===== src/rtl/vga_frame_reader.sv =====
// vga_frame_reader
//
// Scans a 160x120 RGB332 frame buffer out as 640x480@60 Hz VGA timing,
// repeating every stored pixel 4x4, and drives the 12-bit Nexys4 VGA port.
// A built-in 8-bar colour pattern can replace the image for bring-up.
//
// Ports
//   Clk          in   25 MHz pixel clock
//   Rst_n        in   asynchronous active-low reset
//   Data_mem     in   frame buffer read data (RGB332), valid 1 Clk after addr_out
//   Pattern_sel  in   1 = colour bars, 0 = frame buffer image
//   addr_out     out  registered frame buffer read address
//   Hsync        out  horizontal sync, active low
//   Vsync        out  vertical sync, active low
//   Rgb          out  {R[3:0], G[3:0], B[3:0]}
//   Frame_start  out  one-cycle pulse aligned with the first Rgb pixel of a frame
//
// Timing: the raster counters and addr_out describe the same position. The
// buffer answers one cycle later, and Rgb is registered one cycle after that,
// so every position flag travels through two register stages to stay aligned
// with the pixel data.

module vga_frame_reader #(
    parameter int H_ACTIVE = 640,
    parameter int H_FP     = 16,
    parameter int H_SYNC   = 96,
    parameter int H_BP     = 48,
    parameter int V_ACTIVE = 480,
    parameter int V_FP     = 10,
    parameter int V_SYNC   = 2,
    parameter int V_BP     = 33,
    parameter int IMG_W    = 160,
    parameter int SCALE_SH = 2,
    parameter int AW       = 15
) (
    input  logic          Clk,
    input  logic          Rst_n,
    input  logic [7:0]    Data_mem,
    input  logic          Pattern_sel,
    output logic [AW-1:0] addr_out,
    output logic          Hsync,
    output logic          Vsync,
    output logic [11:0]   Rgb,
    output logic          Frame_start
);

    localparam logic [9:0] H_ACT    = 10'(H_ACTIVE);
    localparam logic [9:0] H_LAST   = 10'(H_ACTIVE + H_FP + H_SYNC + H_BP - 1);
    localparam logic [9:0] HS_START = 10'(H_ACTIVE + H_FP);
    localparam logic [9:0] HS_END   = 10'(H_ACTIVE + H_FP + H_SYNC - 1);
    localparam logic [9:0] V_ACT    = 10'(V_ACTIVE);
    localparam logic [9:0] V_LAST   = 10'(V_ACTIVE + V_FP + V_SYNC + V_BP - 1);
    localparam logic [9:0] VS_START = 10'(V_ACTIVE + V_FP);
    localparam logic [9:0] VS_END   = 10'(V_ACTIVE + V_FP + V_SYNC - 1);
    localparam logic [AW-1:0] IMG_W_A = AW'(IMG_W);
    localparam int BAR_W = H_ACTIVE / 8;

    // Raster position and address state
    logic [9:0]    hcnt_q, hcnt_d;
    logic [9:0]    vcnt_q, vcnt_d;
    logic [AW-1:0] row_base_q, row_base_d;
    logic [AW-1:0] addr_q, addr_d;
    logic          active_next;

    // Stage 1: flags for the position currently held in the counters
    logic       act_s1_q, hs_s1_q, vs_s1_q, fs_s1_q, pat_s1_q;
    logic [2:0] bar_s1_q;

    // Stage 2: output registers
    logic        hsync_q, vsync_q, fstart_q;
    logic [11:0] rgb_q, rgb_d;

    // Combinational flags for the current counter position
    logic       act_cur, hs_cur, vs_cur, fs_cur;
    logic [2:0] bar_cur;

    function automatic logic [11:0] map_rgb332(input logic [7:0] d);
        // Replicate the top bits so full-scale codes reach 4'hF.
        return {d[7:5], d[7], d[4:2], d[4], d[1:0], d[1:0]};
    endfunction

    function automatic logic [11:0] bar_colour(input logic [2:0] idx);
        logic [11:0] c;
        case (idx)
            3'd0:    c = 12'hFFF;
            3'd1:    c = 12'hFF0;
            3'd2:    c = 12'h0FF;
            3'd3:    c = 12'h0F0;
            3'd4:    c = 12'hF0F;
            3'd5:    c = 12'hF00;
            3'd6:    c = 12'h00F;
            default: c = 12'h000;
        endcase
        return c;
    endfunction

    // Counter and row-base advance. row_base steps by one stored line after
    // every fourth displayed line, which replaces a (vcnt/4)*IMG_W multiply.
    always_comb begin
        hcnt_d     = hcnt_q + 10'd1;
        vcnt_d     = vcnt_q;
        row_base_d = row_base_q;
        if (hcnt_q == H_LAST) begin
            hcnt_d = '0;
            if (vcnt_q == V_LAST) begin
                vcnt_d     = '0;
                row_base_d = '0;
            end else begin
                vcnt_d = vcnt_q + 10'd1;
                if ((vcnt_q < V_ACT) && (&vcnt_q[SCALE_SH-1:0])) begin
                    row_base_d = row_base_q + IMG_W_A;
                end
            end
        end
    end

    // The address is computed for the next position so that it lands in the
    // register on the same edge as the counters it belongs to.
    always_comb begin
        active_next = (hcnt_d < H_ACT) && (vcnt_d < V_ACT);
        addr_d      = '0;
        if (active_next) begin
            addr_d = row_base_d + AW'(hcnt_d >> SCALE_SH);
        end
    end

    always_comb begin
        act_cur = (hcnt_q < H_ACT) && (vcnt_q < V_ACT);
        hs_cur  = !((hcnt_q >= HS_START) && (hcnt_q <= HS_END));
        vs_cur  = !((vcnt_q >= VS_START) && (vcnt_q <= VS_END));
        fs_cur  = (hcnt_q == 10'd0) && (vcnt_q == 10'd0);
    end

    // Bar index = hcnt / BAR_W, done with compares instead of a divider.
    always_comb begin
        bar_cur = 3'd7;
        for (int i = 6; i >= 0; i--) begin
            if (hcnt_q < 10'(BAR_W * (i + 1))) begin
                bar_cur = 3'(i);
            end
        end
    end

    always_comb begin
        rgb_d = '0;
        if (act_s1_q) begin
            if (pat_s1_q) begin
                rgb_d = bar_colour(bar_s1_q);
            end else begin
                rgb_d = map_rgb332(Data_mem);
            end
        end
    end

    always_ff @(posedge Clk or negedge Rst_n) begin
        if (!Rst_n) begin
            hcnt_q     <= '0;
            vcnt_q     <= '0;
            row_base_q <= '0;
            addr_q     <= '0;
        end else begin
            hcnt_q     <= hcnt_d;
            vcnt_q     <= vcnt_d;
            row_base_q <= row_base_d;
            addr_q     <= addr_d;
        end
    end

    // Pattern_sel is captured together with the position flags, so a toggle
    // applies from exactly the pixel that was in the counters when it changed.
    always_ff @(posedge Clk or negedge Rst_n) begin
        if (!Rst_n) begin
            act_s1_q <= 1'b0;
            hs_s1_q  <= 1'b1;
            vs_s1_q  <= 1'b1;
            fs_s1_q  <= 1'b0;
            pat_s1_q <= 1'b0;
            bar_s1_q <= '0;
        end else begin
            act_s1_q <= act_cur;
            hs_s1_q  <= hs_cur;
            vs_s1_q  <= vs_cur;
            fs_s1_q  <= fs_cur;
            pat_s1_q <= Pattern_sel;
            bar_s1_q <= bar_cur;
        end
    end

    always_ff @(posedge Clk or negedge Rst_n) begin
        if (!Rst_n) begin
            hsync_q  <= 1'b1;
            vsync_q  <= 1'b1;
            fstart_q <= 1'b0;
            rgb_q    <= '0;
        end else begin
            hsync_q  <= hs_s1_q;
            vsync_q  <= vs_s1_q;
            fstart_q <= fs_s1_q;
            rgb_q    <= rgb_d;
        end
    end

    assign addr_out    = addr_q;
    assign Hsync       = hsync_q;
    assign Vsync       = vsync_q;
    assign Rgb         = rgb_q;
    assign Frame_start = fstart_q;

endmodule


===== config.mk =====
export PLATFORM = sky130hd
export DESIGN_NAME = vga_frame_reader
export DESIGN_NICKNAME = d
export VERILOG_FILES = /design/src/rtl/vga_frame_reader.sv
export SDC_FILE = /design/constraint.sdc
export NUM_CORES = 1
export LEC_CHECK = 0
export BUFFER_PORTS_ARGS = -buffer_cell sky130_fd_sc_hd__clkbuf_2
export CAP_MARGIN = 20
export CORE_UTILIZATION = 35
export DETAILED_ROUTE_END_ITERATION = 16
export GPL_TIMING_DRIVEN = 0
export SLEW_MARGIN = 20
export SYNTH_ARGS = -nofsm -noshare
export SYNTH_HDL_FRONTEND = slang
export SYNTH_SLANG_ARGS = --single-unit

===== constraint.sdc =====
create_clock -name Clk -period 5.9 [get_ports Clk]
set_input_delay 0.59 -clock Clk [delete_from_list [all_inputs] [get_ports Clk]]
set_output_delay 0.59 -clock Clk [all_outputs]
set_load 0.01 [all_outputs]

==> results of run 1 <==
==> cell usage in the layout, fill, tap and decap left out, types with 3 or more instances in the layout <==
cell	netlist	routed
buf_4	4	4
ha_1	13	13
or3_1	8	8
nand4_1	10	10
xnor2_1	18	18
a211oi_1	3	3
and4_1	3	3
nor3_1	16	16
mux2i_1	3	3
xor2_1	7	7
inv_1	12	12
nor2_1	35	35
dfstp_2	4	4
nand3_1	9	9
a21oi_1	12	12
o21a_1	3	3
and2_1	7	7
dfrtp_1	65	65
clkbuf_2	0	39
nand2_1	28	28
clkbuf_1	11	13
o31ai_1	3	3
and3_1	6	6
o21ai_0	16	16
a21boi_0	7	7
nor2b_1	5	5
clkbuf_8	0	10
nand2b_1	11	11
==> path summary, 6_finish.rpt <==
check	from	to	slack, ps
worst min-delay path	Rst_n	addr_out[9]	210
worst min register to register	fs_s1_q	Frame_start	360
min in group Clk	fs_s1_q	Frame_start	360
worst max-delay path	vcnt_q[0]	addr_out[14]	1900
max in group asynchronous	Rst_n	vcnt_q[8]	5140
worst max register to register	vcnt_q[0]	addr_out[14]	1900
==> area by class of cell <==
cell class | count | area (µm²) | area share [%]
clock buffers | 12 | 145 | 3.53
flip-flops and latches | 69 | 1730 | 42.1
clock inverters | 4 | 47.5 | 1.16
well taps | 133 | 166 | 4.05
inverters | 12 | 45.0 | 1.10
multi-input cells | 257 | 1650 | 40.3
repair buffers | 41 | 223 | 5.42
plain buffers | 19 | 96.3 | 2.34
==> flip-flops by register name, summed over array words and instances (netlist names), 3 cells and up <==
register,count
addr_out,15
row_base_q,15
hcnt_q,10
vcnt_q,10
Rgb,8
bar_s1_q,3
==> synthesized netlist by cell type (2+ instances only) <==
master	count	area share (%)
dfrtp_1	65	46
nor2_1	35	3.7
nand2_1	28	3.0
xnor2_1	18	4.5
nor3_1	16	2.3
o21ai_0	16	2.3
ha_1	13	4.6
a21oi_1	12	1.7
inv_1	12	1.3
clkbuf_1	11	1.2
nand2b_1	11	2.0
nand4_1	10	1.8
nand3_1	9	1.3
or3_1	8	1.4
a21boi_0	7	1.5
and2_1	7	1.2
xor2_1	7	1.7
and3_1	6	1.1
nor2b_1	5	0.89
buf_4	4	0.85
dfstp_2	4	3.0
a211oi_1	3	0.64
and4_1	3	0.75
mux2i_1	3	0.85
o21a_1	3	0.64
o31ai_1	3	0.64
a21o_1	2	0.43
buf_2	2	0.28
nand4b_1	2	0.50
nor4_1	2	0.35
nor4b_1	2	0.50
o2111ai_1	2	0.50
o22ai_1	2	0.35
or2_2	2	0.35
or4_1	2	0.43
or4b_1	2	0.57
==> power breakdown <==
group | switching [mW] | internal, mW
Sequential | 0.00153 | 0.477
Clock | 0.175 | 0.206
Combinational | 0.0168 | 0.0117
Total | 0.194 | 0.694
==> kinds of logic (layout without fill, tap and decap cells) <==
logic type                 Yosys count  in the layout  share of synthesized area [%]
xor gates and xnor gates            25             25                           6.21
adders and majority gates           15             15                           5.46
and+or+nand+nor                    156            156                           23.7
DFF                                 69             69                           49.1
muxes                                4              4                           1.17
AOI/OAI and AO/OA                   57             57                           10.4
buffers and inverters               31             88                           4.01
==> layer usage <==
layer	part of all wire, %	global-route usage, %
met5	0	0
met4	0	4.29
met1	48	20.3
met3	3.5	3.90
met2	49	24.6
==> per-stage QoR <==
stage / utilization (%) / power [mW] / hold slack (ps) / area, µm²
after floorplan: - / 0.497 / 294 / 3530
after global placement: 39.8 / 0.515 / 338 / 3890
after detailed placement: 40.1 / 0.517 / 345 / 3920
after CTS: 42.0 / 0.902 / 215 / 4110
after global routing: 42.0 / 0.927 / 228 / 4110
final: 42.0 / 0.888 / 205 / 4110
==> critical path, stage by stage (launching register included) <==
cell and delay, ps:
dfrtp_1 470, ha_1 250, or4b_1 420, or4_1 420, buf_2 180, clkbuf_1 230, or3_1 360, a21oi_1 230
ha_1 240, nor3_1 70, nor2_1 140, nand2_1 180, nor2_1 130, or4b_1 440, a21oi_1 170
==> impl_metrics.ini, run 1 <==
[outcome]
outcome = finished, final reports clean

[sta]
hold_viol = 0
finalMaxSlewViolations = 0
max_freq_mhz = 250
fin_worst_skew_ps = 9.65
maxSlewHeadroom_pct = 49.3
worstMarginPinSlew_ps = 752
min_period_ps = 4000
rsz0062_at_grt = false
tns_ps = 0
fin_ws_ps = 1900
finalSetupViolCount = 0
fin_crit_sh_pct = 67.8

[route]
vias_per_cell = 4.96
vias = 2712
dr.first_iter.drc_count = 169
wl_per_cell_um = 13.1
ant_nets = 0
drc = 0
first_pass_iters = 4
wirelength_um = 7160

[logic_synthesis]
syn_nets = 382
ys_seq_area_share_pct = 49.1
synth-seq-cells = 69
synth_area_um2 = 3530
yosys_most_used_dff = dfrtp_1
postSynthAreaPerCell_um2 = 9.88
synth_cell_type_count = 54
synth_edf_count = 0
async_flop_share_pct = 100
yosys_warnings = 0
synthCells = 357

[cts]
cts.path.max_buffers = 2
clk_pin_slew_ps = 80
cts_tree = built
cts_inserted_buffers = 9
post_cts_resized = 0
holdBufCountCts = 0
cts_num_sinks = 69
htree_levels = 3
root_buffer = clkbuf_8
worstSkewPairLatency_ps = 340
cts_setup_buffers = 0

[placement]
port_buffers = 40
finalWeightedCongestion = 0.862
dpl_worst_slack_ps = 1960
placed_cells = 531
place_hpwl_um = 5280

[setup_path]
startpoint_type = register
path_max_fanout = 10
crit_type = register to register
arrival_ps = 4260
worst_setup_path_end_kind = register
crit_required_ps = 6160
r2r_cells = 14

[job]
drv_cap = 0

[grt]
grt_use_total_pct = 15.3
grt_pass1_wl_um = 12200
grt_overflow = 0
grt_max_degree = 39
grt_pass1_vias = 2536
antenna_found_initial = 0

[floorplan]
boundaryPins = 41
core.rowCount = 36
dieArea_um2 = 10500
die_x_um = 102
initial_core_util_pct = 36.1
core_area_um2 = 9770
die_h_um = 102

[cells_and_area]
fin_nets = 434
n_antenna_cell = 0
area_growth_pct = 16.5
fill_cells = 991
finalNonFillerCells = 547
drive_gt1_share_pct = 17.4

[hold_path]
min_path_type = input port to async pin

[power]
leakage_nw = 1.93
ir_worst_vdd_uv = 108
power-per-cell-area_nw_per_um2 = 216
Power figures use the tool's default switching activity.
==> run 2: changes to the inputs <==
==> constraint.sdc (replaced) <==
create_clock -name Clk -period 3.9 [get_ports Clk]
set_input_delay 0.39 -clock Clk [delete_from_list [all_inputs] [get_ports Clk]]
set_output_delay 0.39 -clock Clk [all_outputs]
set_load 0.01 [all_outputs]
==> impl_metrics.ini, run 2 (synthesized netlist as in run 1, its figures left out) <==
[route]
wl_per_cell_um = 13.1
wirelength_um = 7160
vias = 2694
ant_nets = 0
first_pass_iters = 4
dr.first_iter.drc_count = 183
drc = 0
vias_per_cell = 4.94

[setup_path]
arrival_ps = 3860
startpoint_type = register
worst_setup_path_end_kind = register
crit_type = register to register
crit_required_ps = 4160
worstSetupStartpoint = vcnt_q[0]
path_max_fanout = 14
r2r-start = vcnt_q[0]

[power]
power_mw = 1.34
power-per-cell-area_nw_per_um2 = 325
leakage_nw = 1.93
ir_worst_vdd_uv = 164

[placement]
placed_cells = 531
dpl_worst_slack_ps = -36.7
place_hpwl_um = 5280
port_buffers = 40
finalWeightedCongestion = 0.862
postPlaceCellArea_um2 = 3920

[sta]
fin_worst_skew_ps = 9.09
maxSlewHeadroom_pct = 46.1
finalSetupViolCount = 0
min_period_ps = 3610
fin_ws_ps = 293
hold_viol = 0
rsz0062_at_grt = true
worstMarginPinSlew_ps = 800
max_freq_mhz = 277
finalMaxSlewViolations = 0
hold_ws_ps = 5.20
fin_crit_sh_pct = 92.5

[cts]
root_buffer = clkbuf_8
cts_num_sinks = 69
holdBufCountCts = 0
cts.path.max_buffers = 2
worstSkewPairLatency_ps = 340
htree_levels = 3
clk_pin_slew_ps = 80
cts_inserted_buffers = 9
cts_tree = built
cts_setup_buffers = 0

[floorplan]
core.rowCount = 36
die_h_um = 102
core_area_um2 = 9770
dieArea_um2 = 10500
initial_core_util_pct = 36.1
die_x_um = 102
boundaryPins = 41

[grt]
grt_max_degree = 39
grt_pass1_vias = 2533
antenna_found_initial = 0
grt_overflow = 0
grt_pass1_wl_um = 12200
grt_use_total_pct = 15.2

[cells_and_area]
finalNonFillerCells = 545
design_area_um2 = 4140
area_growth_pct = 17.3
layout_common_cells = 63 x dfrtp_1, 39 x clkbuf_2, 35 x nor2_1, 26 x nand2_1, 18 x xnor2_1
final_common_cell = dfrtp_1
multi_input_area_um2 = 1690
fill_cells = 984
fin_nets = 432
seq_area_um2 = 1730
drive_gt1_share_pct = 19.9
n_antenna_cell = 0

[outcome]
outcome = finished, final reports clean

[job]
drv_cap = 0

[hold_path]
min_path_type = input port to async pin
run 2: cell types whose count changed in the layout (fill, tap and decap cells not counted), sizes merged:
cell,change
buf,+1
clkbuf,-3
run 2: power breakdown:
part / internal (mW) / total [mW] / switching [mW]
Sequential: 0.721 / 0.723 / 0.00231
Clock: 0.311 / 0.577 / 0.266
Combinational: 0.0178 / 0.0432 / 0.0255
run 2: area by class of cell:
class	count	area share [%]
well taps	133	4.02
clock inverters	4	1.15
flip-flops and latches	69	41.9
repair buffers	41	5.38
clock buffers	12	3.51
plain buffers	17	2.18
multi-input cells	257	40.8
inverters	12	1.09
run 2: stage by stage:
stage	setup TNS (ps)	utilization [%]
2_1_floorplan	0	-
3_5_place_dp	-36.7	40.1
4_1_cts	0	42.0
3_3_place_gp	0	39.8
6_report	0	42.3
5_1_grt	-15.5	42.3
run 2: layer usage:
layer	vias up	track usage, %	wire length [µm]
li1	1340	-	-
met5	-	0	0
met2	54	24.4	3490
met4	0	4.29	0
met1	1300	20.4	3450
met3	0	3.90	224
run 2: worst paths after layout:
path	slack (ps)	end	depth (start not counted)
min in group Clk	160	pat_s1_q	1
max in group asynchronous	3340	vcnt_q[8]	2
min reg2reg	360	Hsync	0
min	5	addr_out[9]	1
max reg2reg	290	addr_out[14]	13
max	290	addr_out[14]	13
run 2: critical path, stage by stage, from the launching register on:
cell and delay (ps):
dfrtp_2 430, ha_2 220, or4b_1 420, or4_1 420, buf_2 230, or3_1 350
a21oi_2 180, ha_1 210, nor3_1 70, nor2_1 170, nand2_2 130, nor2_1 100
or4b_1 440, a21oi_1 170
run 2: repair_timing:
action / in CTS / in global routing
pin swaps: 0 / 0
endpoints found under the hold margin: 0 / 0
endpoints found under the setup margin: 2 / 5
gates resized for setup: 2 / 11
